[config.mk]
export PLATFORM = sky130hd
export DESIGN_NAME = muldiv_seq
export DESIGN_NICKNAME = d
export VERILOG_FILES = /design/src/rtl/muldiv_seq_pkg.sv /design/src/rtl/muldiv_seq.sv
export SDC_FILE = /design/constraint.sdc
export NUM_CORES = 1
export LEC_CHECK = 0
export CAP_MARGIN = 20
export CELL_PAD_IN_SITES_DETAIL_PLACEMENT = 1
export CELL_PAD_IN_SITES_GLOBAL_PLACEMENT = 2
export CORE_MARGIN = 5
export CORE_UTILIZATION = 26
export DETAILED_ROUTE_END_ITERATION = 8
export MAX_ROUTING_LAYER = met4
export PLACE_DENSITY_LB_ADDON = 0.1
export RECOVER_POWER = 25
export SLEW_MARGIN = 0
export SYNTH_ARGS = -nofsm -noshare
export SYNTH_HDL_FRONTEND = slang
export SYNTH_SLANG_ARGS = --single-unit
[constraint.sdc]
create_clock -name clk -period 4.5 [get_ports clk]
set_clock_uncertainty 0.05 [all_clocks]
set_input_delay 1.35 -clock clk [delete_from_list [all_inputs] [get_ports clk]]
set_output_delay 1.35 -clock clk [all_outputs]
set_load 0.01 [all_outputs]
[src/rtl/muldiv_seq_pkg.sv]
// Shared definitions for the multi-cycle multiply/divide sequencer:
// ALU function codes, operation encodings, FSM states and a magnitude helper.
package muldiv_seq_pkg;

    localparam logic [5:0] ALU_ADD = 6'b000000;
    localparam logic [5:0] ALU_SUB = 6'b000001;
    localparam logic [5:0] ALU_SRA = 6'b100011;
    localparam logic [5:0] ALU_EQ  = 6'b110011;
    localparam logic [5:0] ALU_LT  = 6'b110101;

    typedef enum logic [1:0] {
        OP_MULTU = 2'b00,
        OP_MULT  = 2'b01,
        OP_DIVU  = 2'b10,
        OP_DIV   = 2'b11
    } op_t;

    typedef enum logic [2:0] {
        ST_IDLE = 3'd0,
        ST_PREP = 3'd1,
        ST_ITER = 3'd2,
        ST_FIX  = 3'd3,
        ST_DONE = 3'd4
    } state_t;

    // Magnitude of a 32-bit value when signed interpretation is enabled.
    // The most negative value maps onto itself, which is its correct
    // unsigned magnitude.
    function automatic logic [31:0] mag32(input logic [31:0] v, input logic is_signed);
        if (is_signed && v[31]) begin
            return 32'd0 - v;
        end else begin
            return v;
        end
    endfunction

endpackage

[src/rtl/muldiv_seq.sv]
// Sequencer for MULT/MULTU/DIV/DIVU that borrows the shared 32-bit ALU.
// Multiplies by shift-add and divides by restoring division over ITER
// iterations, working on magnitudes and fixing signs at the end.
module muldiv_seq
    import muldiv_seq_pkg::*;
#(
    parameter int ITER = 32
) (
    input  logic        clk,
    input  logic        reset,
    input  logic        start,
    input  logic [1:0]  op,
    input  logic [31:0] rs,
    input  logic [31:0] rt,
    output logic        busy,
    output logic        done,
    output logic [31:0] hi,
    output logic [31:0] lo,
    output logic        dz,
    output logic [31:0] alu_in1,
    output logic [31:0] alu_in2,
    output logic [5:0]  alu_fun,
    output logic        alu_sign,
    input  logic [31:0] alu_out
);

    localparam logic [4:0] LAST_CNT = 5'(ITER - 1);

    state_t      state_r, state_s;
    op_t         op_r;
    logic [31:0] rs_r, rt_r;
    logic [31:0] mag_r;            // |rs| for multiply, |rt| for divide
    logic [31:0] hi_acc_r, lo_acc_r;
    logic        neg_hi_r, neg_lo_r, dz_pend_r;
    logic [4:0]  cnt_r;
    logic        busy_r, done_r, dz_r;
    logic [31:0] hi_r, lo_r;

    logic        accept_s, is_mul_s, is_signed_s;
    logic [31:0] div_t_s;
    logic        carry_s, borrow_s, take_sub_s;
    logic [31:0] step_hi_s, step_lo_s;
    logic [63:0] prod_neg_s;

    assign accept_s    = (state_r == ST_IDLE) && start && !busy_r;
    assign is_mul_s    = ~op_r[1];
    assign is_signed_s = op_r[0];
    assign div_t_s     = {hi_acc_r[30:0], lo_acc_r[31]};
    assign prod_neg_s  = 64'd0 - {hi_acc_r, lo_acc_r};

    // State register.
    always_ff @(posedge clk) begin
        if (reset) begin
            state_r <= ST_IDLE;
        end else begin
            state_r <= state_s;
        end
    end

    // Next-state decode.
    always_comb begin
        state_s = state_r;
        case (state_r)
            ST_IDLE: begin
                if (accept_s) state_s = ST_PREP;
                else          state_s = ST_IDLE;
            end
            ST_PREP: begin
                if (op_r[1] && (rt_r == 32'd0)) state_s = ST_DONE;
                else                            state_s = ST_ITER;
            end
            ST_ITER: begin
                if (cnt_r == LAST_CNT) state_s = ST_FIX;
                else                   state_s = ST_ITER;
            end
            ST_FIX:  state_s = ST_DONE;
            ST_DONE: state_s = ST_IDLE;
            default: state_s = ST_IDLE;
        endcase
    end

    // ALU operand drive: only active while iterating, idle as ADD 0+0.
    always_comb begin
        alu_in1 = 32'd0;
        alu_in2 = 32'd0;
        alu_fun = ALU_ADD;
        if (state_r == ST_ITER) begin
            if (is_mul_s) begin
                alu_in1 = hi_acc_r;
                alu_in2 = lo_acc_r[0] ? mag_r : 32'd0;
                alu_fun = ALU_ADD;
            end else begin
                alu_in1 = div_t_s;
                alu_in2 = mag_r;
                alu_fun = ALU_SUB;
            end
        end else begin
            alu_in1 = 32'd0;
            alu_in2 = 32'd0;
            alu_fun = ALU_ADD;
        end
    end

    assign alu_sign = 1'b0;

    // One iteration step: carry/borrow rebuilt from operand and result MSBs.
    always_comb begin
        carry_s    = (alu_in1[31] & alu_in2[31]) | ((alu_in1[31] | alu_in2[31]) & ~alu_out[31]);
        borrow_s   = (~alu_in1[31] & alu_in2[31]) | ((~alu_in1[31] | alu_in2[31]) & alu_out[31]);
        take_sub_s = hi_acc_r[31] | ~borrow_s;
        step_hi_s  = hi_acc_r;
        step_lo_s  = lo_acc_r;
        if (is_mul_s) begin
            step_hi_s = {carry_s, alu_out[31:1]};
            step_lo_s = {alu_out[0], lo_acc_r[31:1]};
        end else begin
            step_hi_s = take_sub_s ? alu_out : div_t_s;
            step_lo_s = {lo_acc_r[30:0], take_sub_s};
        end
    end

    // Operand capture, magnitude/sign preparation, iteration and sign fix.
    always_ff @(posedge clk) begin
        if (reset) begin
            op_r      <= OP_MULTU;
            rs_r      <= 32'd0;
            rt_r      <= 32'd0;
            mag_r     <= 32'd0;
            hi_acc_r  <= 32'd0;
            lo_acc_r  <= 32'd0;
            neg_hi_r  <= 1'b0;
            neg_lo_r  <= 1'b0;
            dz_pend_r <= 1'b0;
            cnt_r     <= 5'd0;
        end else begin
            case (state_r)
                ST_IDLE: begin
                    if (accept_s) begin
                        op_r <= op_t'(op);
                        rs_r <= rs;
                        rt_r <= rt;
                    end
                end
                ST_PREP: begin
                    cnt_r    <= 5'd0;
                    hi_acc_r <= 32'd0;
                    if (op_r[1] && (rt_r == 32'd0)) begin
                        hi_acc_r  <= rs_r;
                        lo_acc_r  <= 32'hFFFF_FFFF;
                        neg_hi_r  <= 1'b0;
                        neg_lo_r  <= 1'b0;
                        dz_pend_r <= 1'b1;
                    end else if (is_mul_s) begin
                        lo_acc_r  <= mag32(rt_r, is_signed_s);
                        mag_r     <= mag32(rs_r, is_signed_s);
                        neg_hi_r  <= is_signed_s & (rs_r[31] ^ rt_r[31]);
                        neg_lo_r  <= is_signed_s & (rs_r[31] ^ rt_r[31]);
                        dz_pend_r <= 1'b0;
                    end else begin
                        lo_acc_r  <= mag32(rs_r, is_signed_s);
                        mag_r     <= mag32(rt_r, is_signed_s);
                        neg_hi_r  <= is_signed_s & rs_r[31];
                        neg_lo_r  <= is_signed_s & (rs_r[31] ^ rt_r[31]);
                        dz_pend_r <= 1'b0;
                    end
                end
                ST_ITER: begin
                    hi_acc_r <= step_hi_s;
                    lo_acc_r <= step_lo_s;
                    cnt_r    <= cnt_r + 5'd1;
                end
                ST_FIX: begin
                    if (is_mul_s) begin
                        if (neg_lo_r) {hi_acc_r, lo_acc_r} <= prod_neg_s;
                    end else begin
                        if (neg_hi_r) hi_acc_r <= 32'd0 - hi_acc_r;
                        if (neg_lo_r) lo_acc_r <= 32'd0 - lo_acc_r;
                    end
                end
                ST_DONE: begin
                    cnt_r <= 5'd0;
                end
                default: begin
                    cnt_r <= 5'd0;
                end
            endcase
        end
    end

    // Registered handshake and result outputs; busy drops after the done pulse.
    always_ff @(posedge clk) begin
        if (reset) begin
            busy_r <= 1'b0;
            done_r <= 1'b0;
            dz_r   <= 1'b0;
            hi_r   <= 32'd0;
            lo_r   <= 32'd0;
        end else begin
            done_r <= 1'b0;
            if (accept_s) begin
                busy_r <= 1'b1;
                dz_r   <= 1'b0;
            end else if (done_r) begin
                busy_r <= 1'b0;
            end
            if (state_r == ST_DONE) begin
                hi_r   <= hi_acc_r;
                lo_r   <= lo_acc_r;
                dz_r   <= dz_pend_r;
                done_r <= 1'b1;
            end
        end
    end

    assign busy = busy_r;
    assign done = done_r;
    assign dz   = dz_r;
    assign hi   = hi_r;
    assign lo   = lo_r;

endmodule

Word level (Yosys, flattened, before mapping). Index checks and enable logic that the tools add are counted.

Flip-flop bits (word level): 240. Input port bits: 101. Logic and storage cells: 100. Output and inout port bits: 138.

Eq/ne operators: 8. Bitwise operators: 16. Multiplexer cells: 38. Add/subtract/negate cells: 6. Reductions and logical operators: 16.

Operator list (number): 32-bit 2-to-1 mux (20); 32-bit case mux with 3 select lines (2); 1-bit by 32-bit subtractor with 32-bit output (first input constant) (4); 1-bit by 64-bit subtractor with 64-bit output (first input constant) (1); 32-bit logical NOT (1); 1-bit 2-to-1 mux (12); 3-bit case mux with 4 select lines (1); 5-bit case mux with 2 select lines (1); 1-bit AND (6); 3-bit by 2-bit == test with 1-bit output (second input constant) (2); 6-bit 2-to-1 mux (1); 3-bit != test (second input constant) (2); 2-bit AND reduction (3); 5-bit by 1-bit adder with 5-bit output (second input constant) (1); 5-bit == test (second input constant) (1); 1-bit logical AND (5); 1-bit OR (5); 1-bit inverter (4); 2-bit nonzero test (2); 3-bit by 1-bit == test with 1-bit output (second input constant) (1); 3-bit == test (second input constant) (1); 3-bit logical NOT (1); 3-bit 2-to-1 mux (1); 3-bit AND reduction (1); 5 further kinds (5).

Depth between registers and ports, before layout. Gate-level depths: netlist of the first run.

Depth after elaboration: 11. Mapped depth: 11. Mapped depth without buffers: 9.

Worst setup path after synthesis of the first run. Ideal clock, no wire load.

Path kind: register to output. Start point: register op_r[1]. End point: output port alu_in1[10]. Required time: 3100 ps. Path buffers: 5. Arrival time: 2259 ps. Slack: 841 ps. Cell stages (with the launch flop): 8. Cell sequence: dfxtp_1 -> clkbuf_1 -> clkbuf_1 -> buf_1 -> clkbuf_1 -> clkbuf_1 -> mux2i_1 -> nor2_1.

Word-level cells in the longest chain between the ends: 2.

RTL lines: from (decl) (line muldiv_seq.sv:30) `op_t op_r;`; from (signal assigned) (line muldiv_seq.sv:139) `op_r <= op_t'(op);`; 32-bit 2-to-1 mux (line muldiv_seq.sv:88) `if (is_mul_s) begin`; 32-bit 2-to-1 mux (line muldiv_seq.sv:87) `if (state_r == ST_ITER) begin`; to (decl) (line muldiv_seq.sv:20) `output logic [31:0] alu_in1,`.

Every way passes these cells.

Final worst setup path of the first run.
Start point: register state_r[2]. End point: output port alu_in1[31].

Word-level cells in the longest chain between the ends: 2.

RTL lines: from (decl) (line muldiv_seq.sv:29) `state_t state_r, state_s;`; from (signal assigned) (line muldiv_seq.sv:56) `state_r <= state_s;`; 3-bit by 2-bit == test with 1-bit output (line muldiv_seq.sv:87); 32-bit 2-to-1 mux (line muldiv_seq.sv:87).

Every way passes these cells.

==> results of run 1 <==
placed cells by master, fill, tap and decap left out, drive strengths merged, types with 6 or more instances in the layout:
master / synthesis / final
and2: 46 / 46
inv: 32 / 33
o32ai: 20 / 20
a211oi: 44 / 44
or4: 6 / 6
and3: 7 / 7
o21ai: 88 / 88
a32oi: 6 / 6
a21oi: 228 / 228
nor3: 64 / 64
nand2: 420 / 420
o211ai: 13 / 13
a41oi: 7 / 7
nor2: 180 / 180
o22ai: 13 / 13
o31ai: 10 / 10
or3: 16 / 16
xor2: 39 / 39
mux2i: 88 / 88
nand3b: 8 / 8
clkdlybuf4s50: 0 / 230
buf: 38 / 54
dfxtp: 240 / 240
o41ai: 10 / 10
xnor2: 41 / 41
clkinv: 1 / 8
nand4: 8 / 8
nand3: 29 / 29
mux2: 6 / 6
conb: 1 / 6
or2: 8 / 8
a31oi: 55 / 55
nor4: 29 / 29
nand2b: 9 / 9
ha: 7 / 7
a311oi: 6 / 6
a22oi: 6 / 6
clkbuf: 175 / 45
layer usage:
metal	global-route usage (%)	vias to the layer above
li1	-	7496
met1	32.0	7726
met2	34.1	426
met3	2.66	68
met4	4.82	0
met5	-	-
metrics by stage:
stage	area (um2)	worst slack [ps]	hold slack (ps)
2_1_floorplan	14800	841	377
3_3_place_gp	17600	553	391
3_5_place_dp	17600	728	398
4_1_cts	18600	93.8	405
5_1_grt	18600	20.8	425
6_report	18600	147	402
worst register-to-register path, cell delays in order (launching register included):
cell,delay (ps)
dfxtp_4,490
buf_4,540
buf_4,690
o211ai_1,330
nand2_1,140
nor3_1,50
a2111oi_0,650
buf_1,240
buf_4,140
nor4_1,40
nor3_1,180
layout make-up:
cell class / instances / area (um2) / share of cell area [%]
multi-input cells: 1594 / 9030 / 48.5
clock buffers: 43 / 901 / 4.84
repair buffers: 287 / 2740 / 14.7
well taps: 756 / 946 / 5.08
inverters: 33 / 124 / 0.666
flip-flops and latches: 240 / 4810 / 25.8
clock inverters: 10 / 56.3 / 0.303
diodes: 1 / 2.50 / 0.0134
worst min path at each step:
stage / start / endpoint / slack (ps) / depth (start not counted)
final: mag_r[14] / mag_r[14] / 400 / 2
after floorplan: mag_r[19] / mag_r[19] / 380 / 2
after global routing: hi[18] / hi[18] / 420 / 2
after detailed placement: hi[27] / hi[27] / 400 / 2
after global placement: hi[28] / hi[28] / 390 / 2
after CTS: hi[18] / hi[18] / 410 / 2
where the power goes:
group          leakage, nW  switching [mW]  internal (mW)
registers             1.95           0.254           2.24
clock network        0.476            1.02           1.38
logic                 3.88            1.10          0.602
total                 6.30            2.37           4.22
cell families after synthesis:
group                      count (synthesis)  synth area share, %
muxes                                     94                 6.43
AOI/OAI and AO/OA                        553                 23.1
and+or+nand+nor                          854                 25.9
buffers and inverters                    246                 6.60
DFF                                      240                 32.6
other                                      1               0.0254
adders and majority gates                  7                0.593
xor gates and xnor gates                  80                 4.75
flip-flops by register name, summed over array words and instances (netlist names), 5 cells and up:
name,flops
hi,32
hi_acc_r,32
lo,32
lo_acc_r,32
mag_r,32
rs_r,32
rt_r,32
cnt_r,5
==> impl_metrics.json, run 1 <==
{
  "gp_congestion": 0.892,
  "syn_to_final_growth_pct": 26.1,
  "grt_antenna_before_repair": 1,
  "cts_tree": "yes",
  "firstDrtPassIters": 5,
  "rrSetupSlack_ps": 870,
  "route.met2.wl_mm": 30.4,
  "nFillCells": 6822,
  "grt_max_degree": 158,
  "critPathMaxStageDelay_ps": 630,
  "dp.cells": 2909,
  "yosysSeqAreaShare_pct": 32.6,
  "cp_slowest_cell": "clkdlybuf4s50_1",
  "crit_fanout": 51,
  "synth_ff_type": "dfxtp_1",
  "status": "finished with violations",
  "netlist_area_um2": 14800,
  "r2r-start": "op_r[1]",
  "insertion_delay_ps": 580,
  "critical_path.startpoint": "state_r[2]",
  "hp-class": "reg -> reg",
  "post-synth-top-area-cell": "dfxtp_1",
  "portBuffers": 232,
  "timing.fmax_mhz": 230,
  "num_vias": 15700,
  "ctsResizeCount": 0,
  "crit_end": "alu_in1[31]",
  "min_period_over_period_pct": 96.7,
  "setup-tns-final_ps": 0,
  "final.min_clock_period_ps": 4350,
  "criticalPathCategory": "reg -> out",
  "start_util_pct": 26.2,
  "critical_path_depth": 4,
  "critPathTopFamily": "buffers and inverters",
  "drive_above_1_share_pct": 6.62,
  "overflow": 0,
  "cts.clk_slew.worst_paths_ps": 60,
  "rsz0062_at_grt": "false",
  "clk_path_buf_depth": 3,
  "nets": 2294,
  "ys_types": 75,
  "ir_drop_uv": 270,
  "pin_count": 239,
  "ant_nets": 0,
  "critical_path_arrival_ps": 2950,
  "grt_pass1_wl_mm": 104,
  "rows": 87,
  "power_mw": 6.59,
  "route.met3.wl_mm": 3.48,
  "drv_cap": 2,
  "postCtsHoldBufs": 0,
  "critPathRequiredTime_ps": 3100,
  "path_buf_inv": 2,
  "clock_sinks": 240,
  "r2r_end": "lo_acc_r[23]",
  "routed_wirelength_mm": 69.5,
  "die_area_um2": 61600,
  "met1_length_mm": 33.9,
  "syn_area_per_cell_um2": 7.11,
  "grt_pass1_vias": 15800,
  "final_max_slew_viol_count": 227,
  "synth_top_area_share_pct": 32.6,
  "clock-root-buffer": "clkbuf_16",
  "reg2reg_depth": 10,
  "core-area_um2": 56300,
  "finalHoldViolations": 0,
  "violations": "max-capacitance violations, max-slew violations",
  "yosys_warnings": 0,
  "worstMarginPinSlew_ps": 3220,
  "final_cells": 2964,
  "netlist_top_cells_area": "dfxtp_1, nand2_1, a21oi_1, mux2i_1, nor2_1",
  "die_x_um": 248,
  "drc": 0,
  "gr-usage-all-layers_pct": 22.4,
  "synthTopCellsByCount": "nand2_1, dfxtp_1, a21oi_1, nor2_1, clkbuf_1",
  "utilization_pct": 33.1,
  "postCtsSetupBuffers": 0,
  "finalSetupViolCount": 0,
  "highest-signal-layer": "met4",
  "viasPerCell": 5.30,
  "synth_edf_count": 0,
  "crit_chain": "or3b_2 > buf_4 > a21oi_1 > clkdlybuf4s50_1",
  "cp-end-kind": "output pin",
  "powerDensity_nw_per_um2": 354,
  "dp.final_hpwl_mm": 50.7,
  "max_slew_margin_pct": -115,
  "avgRoutedWirePerCell_um": 23.5,
  "cp-start-kind": "flip-flop",
  "cts-buffers-inserted": 30,
  "first_iter_violations": 1000,
  "postSynthCellCount": 2075,
  "leakagePower_nw": 6.30,
  "async_flop_share_pct": 0,
  "die_h_um": 248,
  "synth_most_common_cell": "nand2_1",
  "ys_ff_latch": 240,
  "htree_levels": 1
}
No activity file was read; power rests on OpenSTA's default activity.
==> run 2, diff against run 1 <==
--- a/config.mk
+++ b/config.mk
@@ -14,6 +14,7 @@
 export MAX_ROUTING_LAYER = met4
 export PLACE_DENSITY_LB_ADDON = 0.1
 export RECOVER_POWER = 25
+export REMOVE_ABC_BUFFERS = 1
 export SLEW_MARGIN = 0
 export SYNTH_ARGS = -nofsm -noshare
 export SYNTH_HDL_FRONTEND = slang
==> run 2 against run 1 <==
Hold slack lost 1.9 ps; non-clock buffer count grew 10; maximum frequency rose by 2.5%; global-route usage up 0.098 points; setup slack better by 110 ps; the flow still finishes with violations (max-capacitance violations, max-slew violations); routed wire length down 0.17%; highest routed layer unchanged.
==> impl_metrics.json, run 2 (same netlist as run 1, synthesis figures left out) <==
{
  "min_period_over_period_pct": 94.4,
  "portBuffers": 232,
  "cts_tree": "yes",
  "leakagePower_nw": 6.40,
  "drc": 0,
  "routed_wirelength_mm": 69.4,
  "finalSetupViolCount": 0,
  "seqCellArea_um2": 4810,
  "viasPerCell": 5.28,
  "layout_setup_ws_ps": 252,
  "avgRoutedWirePerCell_um": 23.3,
  "powerDensity_nw_per_um2": 362,
  "ir_drop_uv": 295,
  "dp.final_hpwl_mm": 50.7,
  "grt_max_degree": 83,
  "status": "finished with violations",
  "core-area_um2": 56300,
  "met1_usage_pct": 30.7,
  "comb_power_share_pct": 25.4,
  "rows": 87,
  "htree_levels": 1,
  "cts.clk_slew.worst_paths_ps": 60,
  "drv_cap": 3,
  "cts-buffers-inserted": 31,
  "r2r_end": "mag_r[9]",
  "nets": 2305,
  "die_area_um2": 61600,
  "final.min_clock_period_ps": 4250,
  "cp-end-kind": "output pin",
  "hp-class": "reg -> reg",
  "timing.hold.ws_ps": 400,
  "criticalPathCategory": "reg -> out",
  "pin_count": 239,
  "num_vias": 15700,
  "r2r-start": "state_r[0]",
  "critical_path.startpoint": "state_r[1]",
  "crit_fanout": 18,
  "use_met3_pct": 2.10,
  "whs_path_depth": 2,
  "drive_above_1_share_pct": 6.89,
  "start_util_pct": 26.2,
  "critical_path_arrival_ps": 2850,
  "first_iter_violations": 1009,
  "crit_end": "alu_in2[31]",
  "p_int_mw": 4.43,
  "final_common_cell": "nand2_1",
  "gr-usage-all-layers_pct": 22.5,
  "clk_path_buf_depth": 3,
  "grt_pass1_vias": 16100,
  "postCtsSetupBuffers": 0,
  "rrSetupSlack_ps": 340,
  "use_met2_pct": 36.0,
  "critPathMaxStageDelay_ps": 540,
  "die_h_um": 248,
  "multi_input_area_um2": 9020,
  "finalHoldViolations": 0,
  "final_max_slew_viol_count": 139,
  "nFillCells": 6806,
  "grt_antenna_before_repair": 2,
  "crit_chain": "or3b_2 > nor2_2 > buf_4 > and2_1 > clkdlybuf4s50_1",
  "reg2reg_depth": 7,
  "busiest_layer": "met2",
  "swShare_pct": 35.0,
  "grt_pass1_wl_mm": 105,
  "pwr-share-seq_pct": 36.3,
  "clock_sinks": 240,
  "setup-tns-final_ps": 0,
  "syn_to_final_growth_pct": 27.5,
  "violations": "max-capacitance violations, max-slew violations",
  "clockPowerShare_pct": 38.2,
  "timing.fmax_mhz": 235,
  "final_cells": 2977,
  "cp-start-kind": "flip-flop",
  "max_slew_margin_pct": -14.8,
  "layout_common_cells": "nand2_1, dfxtp_1, clkdlybuf4s50_1",
  "critPathRequiredTime_ps": 3100,
  "dp.cells": 2920,
  "gp_congestion": 0.849,
  "ant_nets": 0,
  "switching_power_mw": 2.38,
  "cp_slowest_cell": "clkdlybuf4s50_1",
  "clock-root-buffer": "clkbuf_16",
  "overflow": 0,
  "pre_cts_ws_ps": 688,
  "rsz0062_at_grt": "false",
  "insertion_delay_ps": 590,
  "firstDrtPassIters": 5,
  "worstMarginPinSlew_ps": 1720,
  "die_x_um": 248
}
[run 2: metal layers]
metal  wire length [um]  part of all wire, %
met1              32500                   47
met2              32000                   46
met3               2890                  4.2
met4               1970                  2.8
met5                  0                    0
[run 2: power by group through the flow]
stage               registers [mW]  logic [mW]  clock network [mW]
global route                  2.50        1.90                2.76
CTS                           2.47        1.74                2.69
global placement              2.52        1.71                   0
finish                        2.48        1.73                2.61
floorplan                     2.46       0.998                   0
detailed placement            2.52        1.74                   0
[run 2: cell type report]
cell class                 instances  area share (%)
tap                              756            5.03
inverter                          33           0.658
multi-input combinational       1594            47.9
sequential                       240            25.6
clock inverter                     8           0.625
antenna                            2          0.0266
timing repair buffer             297            15.2
clock buffer                      47            4.92
[run 2: worst max-delay path: cells and delay by family, from the launching register on]
kind,cells,cell delay [ps]
and+or+nand+nor,3,970
buffers and inverters,2,780
DFF,1,500
[run 2: worst min path at each step]
stage	startpoint	endpoint
detailed placement	mag_r[14]	mag_r[14]
floorplan	mag_r[10]	mag_r[10]
CTS	mag_r[14]	mag_r[14]
global route	hi[12]	hi[12]
finish	mag_r[14]	mag_r[14]
global placement	mag_r[13]	mag_r[13]
[run 2: repair_timing]
action,CTS,global route
endpoints found under the setup margin,0,22
gates resized for setup,0,1
hold buffers,0,0
[run 2: metrics by stage]
| stage | power, mW | utilization [%] | cell area (um2) |
|---|---|---|---|
| 2_1_floorplan | 3.46 | - | 13900 |
| 3_3_place_gp | 4.23 | 31.6 | 17800 |
| 3_5_place_dp | 4.26 | 31.6 | 17800 |
| 4_1_cts | 6.90 | 33.5 | 18800 |
| 5_1_grt | 7.15 | 33.4 | 18800 |
| 6_report | 6.82 | 33.4 | 18800 |
